$ cat config.mk
export PLATFORM = sky130hd
export DESIGN_NAME = clkdiv_multi
export DESIGN_NICKNAME = d
export VERILOG_FILES = /design/src/rtl/clkdiv_multi.sv
export SDC_FILE = /design/constraint.sdc
export NUM_CORES = 1
export LEC_CHECK = 0
export ABC_AREA = 0
export CORE_UTILIZATION = 50
export CTS_CLUSTER_DIAMETER = 80
export DETAILED_ROUTE_END_ITERATION = 10
export HOLD_SLACK_MARGIN = 0.02
export PLACE_DENSITY_LB_ADDON = 0.2
export SYNTH_ARGS = -nofsm -noshare
export SYNTH_HDL_FRONTEND = slang
export SYNTH_SLANG_ARGS = --single-unit
$ cat constraint.sdc
create_clock -name clk -period 9.8 [get_ports clk]
set_input_delay 1.96 -clock clk [delete_from_list [all_inputs] [get_ports clk]]
set_output_delay 1.96 -clock clk [all_outputs]
set_load 0.01 [all_outputs]
$ cat src/rtl/clkdiv_multi.sv
// Multi-channel programmable clock divider / tick generator with shadowed,
// boundary-aligned divisor and mode reloads.
module clkdiv_multi #(
  parameter int CH      = 4,
  parameter int DIV_W   = 16,
  parameter int DEF_DIV = 4,
  localparam int CH_W   = (CH > 1) ? $clog2(CH) : 1
) (
  input  logic            clk,
  input  logic            rst_n,
  input  logic            en,
  input  logic            sync,
  input  logic            cfg_wr,
  input  logic [CH_W-1:0] cfg_ch,
  input  logic [DIV_W-1:0] cfg_div,
  input  logic            cfg_mode,
  output logic [CH-1:0]   pend,
  output logic [CH-1:0]   tick,
  output logic [CH-1:0]   out
);

  logic [DIV_W-1:0] cnt_q     [CH];
  logic [DIV_W-1:0] cur_div_q [CH];
  logic [DIV_W-1:0] sh_div_q  [CH];
  logic [CH-1:0]    cur_mode_q;
  logic [CH-1:0]    sh_mode_q;

  logic [DIV_W-1:0] cnt_d     [CH];
  logic [DIV_W-1:0] cur_div_d [CH];
  logic [DIV_W-1:0] sh_div_d  [CH];
  logic [DIV_W:0]   half      [CH];
  logic [CH-1:0]    cur_mode_d;
  logic [CH-1:0]    sh_mode_d;
  logic [CH-1:0]    pend_d;
  logic [CH-1:0]    tick_d;
  logic [CH-1:0]    out_d;
  logic [CH-1:0]    last;
  logic [CH-1:0]    wrap;
  logic [CH-1:0]    bnd;
  logic [CH-1:0]    hit;
  logic [DIV_W-1:0] wr_div;

  assign wr_div = (cfg_div == '0) ? DIV_W'(1) : cfg_div;

  always_comb begin
    for (int k = 0; k < CH; k++) begin
      cnt_d[k]      = cnt_q[k];
      cur_div_d[k]  = cur_div_q[k];
      sh_div_d[k]   = sh_div_q[k];
      cur_mode_d[k] = cur_mode_q[k];
      sh_mode_d[k]  = sh_mode_q[k];
      pend_d[k]     = pend[k];
      half[k]       = '0;

      // Channel indices >= CH never match, so those writes fall away.
      hit[k]  = cfg_wr && (cfg_ch == CH_W'(k));
      last[k] = (cnt_q[k] == cur_div_q[k] - DIV_W'(1));
      wrap[k] = en && !sync && last[k];
      bnd[k]  = sync || wrap[k];

      if (sync || wrap[k])
        cnt_d[k] = '0;
      else if (en)
        cnt_d[k] = cnt_q[k] + DIV_W'(1);

      // The applying edge uses the pre-edge shadow; a same-edge write stays pending.
      if (bnd[k] && pend[k]) begin
        cur_div_d[k]  = sh_div_q[k];
        cur_mode_d[k] = sh_mode_q[k];
        pend_d[k]     = 1'b0;
      end
      if (hit[k]) begin
        sh_div_d[k]  = wr_div;
        sh_mode_d[k] = cfg_mode;
        pend_d[k]    = 1'b1;
      end

      half[k]   = ({1'b0, cur_div_d[k]} + (DIV_W+1)'(1)) >> 1;
      tick_d[k] = wrap[k];
      out_d[k]  = cur_mode_d[k] ? ({1'b0, cnt_d[k]} < half[k]) : wrap[k];
    end
  end

  always_ff @(posedge clk or negedge rst_n) begin
    if (!rst_n) begin
      for (int k = 0; k < CH; k++) begin
        cnt_q[k]     <= '0;
        cur_div_q[k] <= DIV_W'(DEF_DIV);
        sh_div_q[k]  <= DIV_W'(DEF_DIV);
      end
      cur_mode_q <= '0;
      sh_mode_q  <= '0;
      pend       <= '0;
      tick       <= '0;
      out        <= '0;
    end else begin
      for (int k = 0; k < CH; k++) begin
        cnt_q[k]     <= cnt_d[k];
        cur_div_q[k] <= cur_div_d[k];
        sh_div_q[k]  <= sh_div_d[k];
      end
      cur_mode_q <= cur_mode_d;
      sh_mode_q  <= sh_mode_d;
      pend       <= pend_d;
      tick       <= tick_d;
      out        <= out_d;
    end
  end

endmodule

* Word-level counts from Yosys, hierarchy flattened
Index checks and enable logic that the tools add are counted.
** Storage, ports and cells
- Word-level logic and storage cells :: 99
- Register bits after elaboration :: 212
- Input bits :: 24
- Output and inout bits :: 12
** Operators by class
- Eq/ne operators :: 7
- $add $sub $neg :: 12
- $lt $le $gt $ge :: 4
- Mux-type cells :: 29
- Reduce and logical (&&, ||, !) cells :: 24
** Operator list (count)
- $mux W16 :: 13
- $add A16 B1 Y17 const B :: 4
- $add A16 B1 Y16 const B :: 4
- $eq A16 B16 Y1 :: 4
- $lt A16 B16 Y1 :: 4
- $sub A16 B1 Y16 const B :: 4
- $logic_not A16 Y1 :: 1
- $mux W1 :: 16
- $logic_and A1 B1 Y1 :: 13
- $reduce_bool A2 Y1 :: 4
- $eq A2 B2 Y1 const B :: 2
- $logic_or A1 B1 Y1 :: 4
- $eq A2 B1 Y1 const B :: 1
- $logic_not A2 Y1 :: 1
- $logic_not A1 Y1 :: 1

* Logic depth before layout (Yosys ltp)
Gate-level depths: netlist of run 1.
- Depth in word-level cells :: 9
- Depth in mapped cells :: 31
- Mapped depth without buffers :: 27

* Least setup slack after synthesis of run 1
No wires, ideal clock.
- Kind :: input port to flip-flop
- Start point :: input en
- End point :: register out[2]
- Slack :: 3.016 ns
- Buffers on the path :: 4
- Required time :: 9.735 ns
- Setup time :: 0.065 ns
- Stages :: 28
- Arrival time :: 6.719 ns
- Cell sequence :: nor2b_1 > o2111ai_1 > a211oi_1 > o21ai_0 > o41ai_2 > and2_1 > buf_2 > buf_2 > buf_2 > buf_2 > nand2_1 > o21ai_0 > ha_1 > nand3_1 > nor2_1 > nand4_1 > nor3_1 > a41oi_1 > xor2_1 > ha_1 > a21o_1 > a21o_1 > a21oi_1 > nor2b_1 > o21ai_0 > a21oi_1 > nor4_1 > mux2_2
** RTL lines
- start: declaration :: line 11 : input logic en,
- end signal: assignment :: line 106 : out <= out_d;
- end: declaration :: line 19 : output logic [CH-1:0] out

==> results of run 1 <==
worst max-delay path: stages:
cell and delay, ns:
clkdlybuf4s50_1 0.66, nor2b_1 0.68, o2111ai_1 0.25, nor4_1 0.29, nand4b_1 0.18, o41ai_4 0.22, buf_4 0.29, nand2_4 0.31
mux2_2 0.35, ha_1 0.27, nand3_1 0.20, nor3_1 0.37, a31oi_1 0.15, xor2_1 0.17, ha_1 0.30, nand4_1 0.12
nor4_1 0.41, o2111ai_1 0.16, o31ai_1 0.24, nor3_1 0.07, a21o_1 0.16
cells in the final DEF, fill, tap and decap left out, types with 10 or more instances in the layout:
master / instances
dfrtp_1: 204
nor2_1: 150
mux2_2: 117
xnor2_1: 111
xor2_1: 100
nand2_1: 97
ha_1: 72
nand3_1: 66
o21ai_0: 58
nand4_1: 43
a21oi_1: 39
inv_1: 34
clkdlybuf4s50_1: 34
nor3_1: 31
and3_1: 29
mux2i_1: 26
clkbuf_16: 25
nor4_1: 22
nor2b_1: 15
a31oi_1: 11
a211oi_1: 11
buf_4: 11
and4_1: 10
a21o_1: 10
registers in the layout (all words and copies together), names as in the netlist:
name,cells
cur_div_q,64
cur_mode_q,4
cnt_q,64
pend,4
tick,4
out,4
sh_mode_q,4
sh_div_q,64
area by class of cell:
cell class | count | area share (%)
Multi-Input combinational cell | 1152 | 53.6
Sequential cell | 212 | 34.1
Clock buffer | 28 | 4.22
Tap cell | 372 | 2.99
Timing Repair Buffer | 46 | 2.81
Clock inverter | 16 | 1.45
Inverter | 35 | 0.843
stage by stage:
step | util (%) | hold WS [ns] | instances | setup slack [ns]
floorplan | - | 0.463 | 1466 | 3.02
detailed placement | 53.9 | 0.513 | 1817 | 1.76
global route | 57.2 | 0.548 | 1861 | 1.82
finish | 57.2 | 0.529 | 1861 | 2.34
CTS | 57.2 | 0.529 | 1861 | 2.29
global placement | 53.9 | 0.499 | 1817 | 1.91
report_power, final:
part	internal [mW]	switching, mW	leakage (nW)	total [mW]
sequential	1.05	0.290	2.66	1.34
combinational	0.487	0.510	3.46	0.998
clock	0.614	0.384	0.431	0.998
total	2.15	1.18	6.55	3.34
metal layers:
metal	GRT usage [%]	part of all wire, %	up-vias
li1	-	-	5263
met1	34.7	47	5349
met2	40.0	46	253
met3	2.26	4.1	57
met4	7.91	2.7	0
met5	0	0	-
worst max path at each step:
stage,slack [ns],cells after the start,start,end
after floorplan,3.02,28,en,out[2]
after global placement,1.91,22,sync,out[3]
after detailed placement,1.76,21,sync,out[3]
after CTS,2.29,21,sync,out[3]
after global routing,1.82,26,sync,out[2]
final,2.34,21,sync,out[3]
kinds of logic (layout without fill, tap and decap cells):
logic type / Yosys count / count (layout)
and+or+nand+nor: 537 / 537
DFF: 212 / 212
xor gates and xnor gates: 211 / 211
AOI/OAI and AO/OA: 189 / 189
muxes: 143 / 143
buffers and inverters: 102 / 125
adders and majority gates: 72 / 72
==> results.yml, run 1 <==
logic_synthesis:
  synth_top_family_by_area: "simple AND/OR/NAND/NOR gates"
  yosysTopAreaCell: "dfrtp_1"
  synth_compound_area_share_pct: 8.91
  postSynthAreaPerCell_um2: 9.58
  yosys.cell_count.top_type: "dfrtp_1"
  synthMuxAreaShare_pct: 11.2
  yosys.area_share.simple_pct: 19.6
  ys_ff_latch: 212
  syn-cell-area_um2: 14000
  synth_edf_count: 0
  synth-xor-area-share_pct: 13.2
  ys.flop_type: "dfrtp_1"
  synth.area.top_cells: "dfrtp_1 (36%), mux2_2 (9.4%), xnor2_1 (6.9%), ha_1 (6.4%), xor2_1 (6.2%)"
  ys_types: 66
  ys_warn_count: 0
  synth_fa_ha_area_share_pct: 6.41
  syn_inst: 1466
  synth_top_area_share_pct: 36.3
  synthArstFlopShare_pct: 100
  syn_nets: 1562
  netlist_top_cells_count: "dfrtp_1 (204), nor2_1 (150), mux2_2 (117), xnor2_1 (111), xor2_1 (100)"
  synth_seq_area_share_pct: 37.8
die:
  ios: 36
  core_area_um2: 27300
  die_x_um: 170
  start_util_pct: 51.5
  dieArea_um2: 28800
  num_rows: 60
  die_y_um: 170
timing:
  hold_viol_final: 0
  timing.setup.tns_ns: 0
  max_freq_ghz: 0.134
  rsz0062_at_grt: "no"
  period_needed_ns: 7.46
  worst_slew_pin_slew_ns: 1.08
  slew_headroom_pct: 26.9
  slew_violations: 0
  post-route-period-util_pct: 76.1
  setup_viol: 0
  finalClockSkew_ns: 0.0172
global_routing:
  antenna_found_initial: 1
  grt_pass1_vias: 10700
  grt_max_degree: 80
  grt_pass1_wl_um: 56200
  gr-total-overflow: 0
  grt_usage_pct: 24.6
clocking:
  clkSlewWorstSetupHoldPaths_ns: 0.06
  cts_hold_repair.buffers: 0
  tritoncts: "done"
  clockBufferDepth: 3
  root_buffer: "clkbuf_16"
  cts_buffers: 25
  cts.sinks: 212
  post-cts-setup-buffers: 0
  cts_resized: 0
  clock_latency_ns: 0.53
  htreeDepth: 1
place:
  place_area_um2: 14700
  numPortBuffers: 35
  place_congestion: 0.925
  dp_hpwl_um: 25600
setup_path:
  r2r_end: "out[3]"
  crit_path_max_fanout: 46
  r2r_start: "cur_div_q[8]"
  reg2reg_slack_ns: 3.59
  critPathArrivalTime_ns: 7.89
  crit_type: "primary input to flop"
  ff2ff_path_depth: 20
  startpoint_type: "primary input"
  critPathCaptureType: "flop"
  worstPathRequired_ns: 10.23
routing:
  ant_nets: 0
  wire_per_inst_um: 18.7
  drt_iter0_markers: 793
  dr.pass1.iters: 5
  vias: 10900
  routed_via_density: 5.87
  drc: 0
  wl_um: 34800
cells_and_area:
  multi_input_area_um2: 8340
  nNetsFinal: 1568
  diodes: 0
  areaGrowthSynthToFinish_pct: 10.9
  postLayoutCellArea_um2: 15600
  drive_gt1_share_pct: 13.5
  regArea_um2: 5320
  fill_cells: 2378
power_and_ir_drop:
  leakage_nw: 6.55
  fin_total_pwr_mw: 3.34
  ir_worst_vdd_uv: 160
  power.density_nw_per_um2: 214
job:
  drv_cap: 0
worst_hold_path:
  holdPathEnd: "cur_mode_q[0]"
  hold_start: "cur_mode_q[0]"
  worstHoldPathType: "flop to flop"
  whs_path_depth: 1
status:
  status: "finished, final reports clean"
Power figures use the tool's default switching activity.
==> run 2, diff against run 1 <==
==> constraint.sdc (replaced) <==
create_clock -name clk -period 7.1 [get_ports clk]
set_input_delay 1.42 -clock clk [delete_from_list [all_inputs] [get_ports clk]]
set_output_delay 1.42 -clock clk [all_outputs]
set_load 0.01 [all_outputs]
==> run 2 against run 1 <==
Worst hold slack lost 0.018 ns; power grew 40%; sequential power grew 38%; first-iteration DRC count grew 9.1%; count of clock-buffer cells in the layout grew 11.
==> results.yml, run 2 (synthesized netlist as in run 1, its figures left out) <==
status:
  status: "finished, final reports clean"
timing:
  slew_violations: 0
  worst_slew_pin_slew_ns: 1.06
  rsz0062_at_grt: "no"
  setup_viol: 0
  finalClockSkew_ns: 0.0217
  post-route-period-util_pct: 86.5
  max_freq_ghz: 0.163
  hold_viol_final: 0
  period_needed_ns: 6.14
  timing.setup.tns_ns: 0
  slew_headroom_pct: 29.2
  holdWs_ns: 0.510
routing:
  wire_per_inst_um: 18.7
  routed_via_density: 5.81
  dr.pass1.iters: 5
  ant_nets: 0
  vias: 10900
  drt_iter0_markers: 865
  drc: 0
  wl_um: 35000
die:
  start_util_pct: 51.5
  ios: 36
  die_x_um: 170
  num_rows: 60
  dieArea_um2: 28800
  core_area_um2: 27300
  die_y_um: 170
cells_and_area:
  areaGrowthSynthToFinish_pct: 11.7
  regArea_um2: 5320
  mostFrequentLayoutCells: "dfrtp_1 (204), nor2_1 (150), mux2_2 (117)"
  reg_top3: "cnt_q: 64 flops, cur_div_q: 64 flops, sh_div_q: 64 flops"
  drive_gt1_share_pct: 13.9
  layout_commonest_cell: "dfrtp_1"
  fill_cells: 2374
  diodes: 0
  multi_input_area_um2: 8340
  nNetsFinal: 1576
  finish.utilization_pct: 57.6
setup_path:
  reg2reg_slack_ns: 1.09
  critPathArrivalTime_ns: 6.61
  crit_type: "primary input to flop"
  critPathCaptureType: "flop"
  crit_path_max_fanout: 8
  startpoint_type: "primary input"
  ff2ff_path_depth: 25
  r2r_start: "cur_div_q[16]"
  r2r_end: "out[2]"
  worstPathRequired_ns: 7.56
clocking:
  clockBufferDepth: 3
  root_buffer: "clkbuf_16"
  cts_hold_repair.buffers: 0
  tritoncts: "done"
  cts_resized: 0
  htreeDepth: 1
  clock_latency_ns: 0.55
  post-cts-setup-buffers: 0
  cts_buffers: 26
  clkSlewWorstSetupHoldPaths_ns: 0.06
  cts.sinks: 212
global_routing:
  grt_pass1_wl_um: 56700
  gr-total-overflow: 0
  grt_max_degree: 132
  grt_pass1_vias: 10600
  antenna_found_initial: 0
  grt_usage_pct: 24.9
power_and_ir_drop:
  ir_worst_vdd_uv: 216
  leakage_nw: 6.62
  power.density_nw_per_um2: 298
worst_hold_path:
  hold_start: "sh_div_q[16]"
  holdPathEnd: "sh_div_q[16]"
  worstHoldPathType: "flop to flop"
  whs_path_depth: 2
place:
  place_congestion: 0.899
  numPortBuffers: 35
  dp_hpwl_um: 26100
job:
  drv_cap: 0
## run 2: power breakdown
| group | leakage, nW | internal, mW | switching, mW |
|---|---|---|---|
| Sequential | 2.66 | 1.45 | 0.400 |
| Clock | 0.465 | 0.904 | 0.524 |
| Combinational | 3.49 | 0.676 | 0.720 |
## run 2: cell type report
| class | instances | area share (%) |
|---|---|---|
| clock buffer | 39 | 4.97 |
| clock inverter | 9 | 1.04 |
| inverter | 35 | 0.837 |
| multi-input combinational | 1152 | 53.2 |
| sequential | 212 | 33.9 |
| tap | 372 | 2.97 |
| timing repair buffer | 53 | 3.13 |
## run 2: worst max-delay path: stages
cell,delay [ns]
clkdlybuf4s50_1,0.64
nor2b_1,0.26
buf_4,0.17
o2111ai_1,0.13
a211oi_1,0.21
o21ai_0,0.14
o41ai_2,0.35
and2_1,0.34
nand2_1,0.08
o21ai_0,0.13
ha_1,0.28
nand3_1,0.13
nor2_1,0.17
nand4_1,0.19
nor3_1,0.19
a41oi_1,0.08
xor2_1,0.18
ha_1,0.30
a21o_1,0.18
a21o_1,0.17
a21oi_1,0.14
nor2b_1,0.06
o21ai_0,0.15
a21oi_1,0.08
nor4_1,0.24
mux2_2,0.20
## run 2: stage by stage
| step | cell area, µm² | total power [mW] | worst slack [ns] | std cells |
|---|---|---|---|---|
| after floorplan | 14000 | 2.83 | 0.856 | 1466 |
| after global placement | 14700 | 3.22 | 0.587 | 1824 |
| after detailed placement | 14700 | 3.24 | 0.435 | 1824 |
| after CTS | 15700 | 4.70 | 0.967 | 1872 |
| after global routing | 15700 | 4.95 | 0.442 | 1872 |
| final | 15700 | 4.67 | 0.957 | 1872 |
## run 2: worst max path at each step
stage | from | to | slack, ns
global route | en | out[2] | 0.44
floorplan | en | out[2] | 0.86
global placement | en | out[2] | 0.59
CTS | en | out[2] | 0.97
finish | en | out[2] | 0.96
detailed placement | en | out[2] | 0.44
## run 2: metal layers
| metal | track usage (%) | up-vias | part of all wire (%) |
|---|---|---|---|
| met5 | 0 | - | 0 |
| met4 | 8.11 | 0 | 3.1 |
| met3 | 3.47 | 72 | 4.2 |
| met2 | 39.0 | 226 | 45 |
| met1 | 35.4 | 5307 | 47 |
| li1 | - | 5262 | - |
==> run 3, diff against run 2 <==
--- a/config.mk
+++ b/config.mk
@@ -5,7 +5,7 @@
 export SDC_FILE = /design/constraint.sdc
 export NUM_CORES = 1
 export LEC_CHECK = 0
-export ABC_AREA = 0
+export ABC_AREA = 1
 export CORE_UTILIZATION = 50
 export CTS_CLUSTER_DIAMETER = 80
 export DETAILED_ROUTE_END_ITERATION = 10
==> run 3 against run 2 <==
Sequential power is 15% lower; register-to-register slack better by 1.2 ns; worst setup slack better by 0.61 ns.
==> results.yml, run 3 <==
global_routing:
  antenna_found_initial: 0
  grt_max_degree: 101
  grt_usage_pct: 26.7
  gr-total-overflow: 0
  grt_pass1_wl_um: 61700
  grt_pass1_vias: 12000
place:
  post-place-cells: 2394
  numPortBuffers: 35
  place_congestion: 0.945
  dp_hpwl_um: 29600
timing:
  setup_viol: 0
  worst_slew_pin_slew_ns: 1.07
  slew_violations: 0
  finalClockSkew_ns: 0.0133
  timing.setup.tns_ns: 0
  max_freq_ghz: 0.181
  hold_viol_final: 0
  post-route-period-util_pct: 78.0
  holdWs_ns: 0.475
  period_needed_ns: 5.54
  slew_headroom_pct: 27.7
  rsz0062_at_grt: "no"
logic_synthesis:
  ys_warn_count: 0
  ys_ff_latch: 212
  ys.flop_type: "dfrtp_1"
  netlist_top_cells_count: "nand2_1 (621), inv_1 (230), nor2_1 (215), dfrtp_1 (204), nand3_1 (106)"
  synthArstFlopShare_pct: 100
  synth_edf_count: 0
  yosysTopAreaCell: "dfrtp_1"
  synth.area.top_cells: "dfrtp_1 (35%), nand2_1 (16%), ha_1 (6.2%), inv_1 (6.0%), nor2_1 (5.6%)"
  syn_nets: 2105
  ys_types: 49
  syn_inst: 2009
  synth_seq_area_share_pct: 36.8
  yosys.cell_count.top_type: "nand2_1"
  syn-cell-area_um2: 14400
  postSynthAreaPerCell_um2: 7.18
  synth_top_area_share_pct: 35.4
setup_path:
  slowest_stage: "clkdlybuf4s50_1"
  r2r_start: "cur_div_q[16]"
  crit_path_max_fanout: 36
  crit_type: "primary input to flop"
  ff2ff_path_depth: 29
  crit_start: "en"
  worstPathRequired_ns: 7.56
  critPathArrivalTime_ns: 5.99
  reg2reg_slack_ns: 2.34
  startpoint_type: "primary input"
  slowest_delay_ns: 0.53
  crit_end: "out[1]"
  r2r_end: "out[2]"
  crit_top_cell: "nand2_1"
  critPathCaptureType: "flop"
die:
  num_rows: 61
  core_area_um2: 28100
  dieArea_um2: 29500
  ios: 36
  die_y_um: 172
  start_util_pct: 51.4
  die_x_um: 172
routing:
  drc: 0
  vias: 12800
  routed_via_density: 5.25
  wl_um: 38100
  drt_iter0_markers: 959
  ant_nets: 0
  wire_per_inst_um: 15.6
  dr.pass1.iters: 6
clocking:
  root_buffer: "clkbuf_16"
  cts.sinks: 212
  htreeDepth: 1
  clkSlewWorstSetupHoldPaths_ns: 0.05
  clock_latency_ns: 0.53
  post-cts-setup-buffers: 0
  tritoncts: "done"
  cts_hold_repair.buffers: 0
  clockBufferDepth: 3
  cts_buffers: 25
  cts_resized: 0
power_and_ir_drop:
  leakage_nw: 7.84
  clock_power_share_pct: 30.1
  power.density_nw_per_um2: 265
  p_sw_share_pct: 38.0
  fin_total_pwr_mw: 4.21
  power_frac_comb_pct: 32.3
  pwr-share-seq_pct: 37.6
  ir_worst_vdd_uv: 189
  p_sw_mw: 1.60
  internal_power_mw: 2.61
cells_and_area:
  diodes: 0
  mostFrequentLayoutCells: "nand2_1 (621), inv_1 (230), nor2_1 (215)"
  reg_top3: "cnt_q: 64 flops, cur_div_q: 64 flops, sh_div_q: 64 flops"
  fin_cells: 2438
  drive_gt1_share_pct: 8.64
  areaGrowthSynthToFinish_pct: 10.2
  nNetsFinal: 2139
  layout_commonest_cell: "nand2_1"
  finish.utilization_pct: 56.6
status:
  status: "finished, final reports clean"
job:
  drv_cap: 0
worst_hold_path:
  hold_start: "sh_div_q[34]"
  worstHoldPathType: "flop to flop"
==> run 3: cell count changes in the layout (fill, tap and decap cells not counted), moves of 26 or more <==
cell / previous run / this run
mux2_2: 117 / 0
mux2i_1: 26 / 0
inv_1: 34 / 230
xnor2_1: 111 / 29
nand2_1: 97 / 621
nand3_1: 66 / 106
o21ai_0: 58 / 93
nor2_1: 150 / 215
and3_1: 29 / 3
==> run 3: routing by layer <==
| layer | vias up | wire length [µm] | track usage, % |
|---|---|---|---|
| li1 | 6454 | - | - |
| met5 | - | 0 | 0 |
| met3 | 72 | 2120 | 3.20 |
| met1 | 5949 | 17500 | 37.3 |
| met2 | 329 | 17400 | 43.1 |
| met4 | 0 | 1100 | 8.35 |
==> run 3: worst max-delay path: cells and delay by family <==
kind,cells,cell delay [ns]
simple gates,21,2.67
fa+ha+maj,2,0.50
buf+inv,3,0.85
compound gates,3,0.54
==> run 3: final cells by class <==
type	instances	area, µm²
Fill cell	2677	12200
Multi-Input combinational cell	1508	7950
Sequential cell	212	5320
Inverter	256	965
Clock buffer	33	686
Tap cell	378	473
Timing Repair Buffer	40	393
Clock inverter	11	113
==> run 3: power groups by stage <==
stage	clock, mW	sequential, mW	combinational, mW
after floorplan	0	1.54	1.03
after global placement	0	1.60	1.32
after detailed placement	0	1.60	1.35
after CTS	1.29	1.58	1.36
after global routing	1.34	1.61	1.55
final	1.27	1.58	1.36
==> run 3: stage by stage <==
step	setup WS, ns	cell area, µm²
after detailed placement	1.03	15100
after global placement	1.12	15100
after global routing	1.16	15900
final	1.56	15900
after CTS	1.56	15900
after floorplan	2.61	14400
==> run 3: worst min path at each step <==
| stage | end | slack, ns | cells after the start |
|---|---|---|---|
| floorplan | sh_div_q[34] | 0.44 | 2 |
| global route | sh_div_q[34] | 0.48 | 2 |
| global placement | sh_div_q[34] | 0.46 | 2 |
| finish | sh_div_q[34] | 0.48 | 2 |
| CTS | sh_div_q[34] | 0.48 | 2 |
| detailed placement | sh_div_q[34] | 0.47 | 2 |
==> run 3: logic make-up (layout without fill, tap and decap cells) <==
logic type / after synthesis / count (layout) / synth area share [%]
adder cells (fa/ha/maj): 72 / 72 / 6.24
buffers and inverters: 289 / 340 / 8.06
AND/OR/NAND/NOR: 1118 / 1118 / 33.8
AO/OA/AOI/OAI: 210 / 210 / 8.49
XOR/XNOR: 108 / 108 / 6.56
flip-flops: 212 / 212 / 36.8
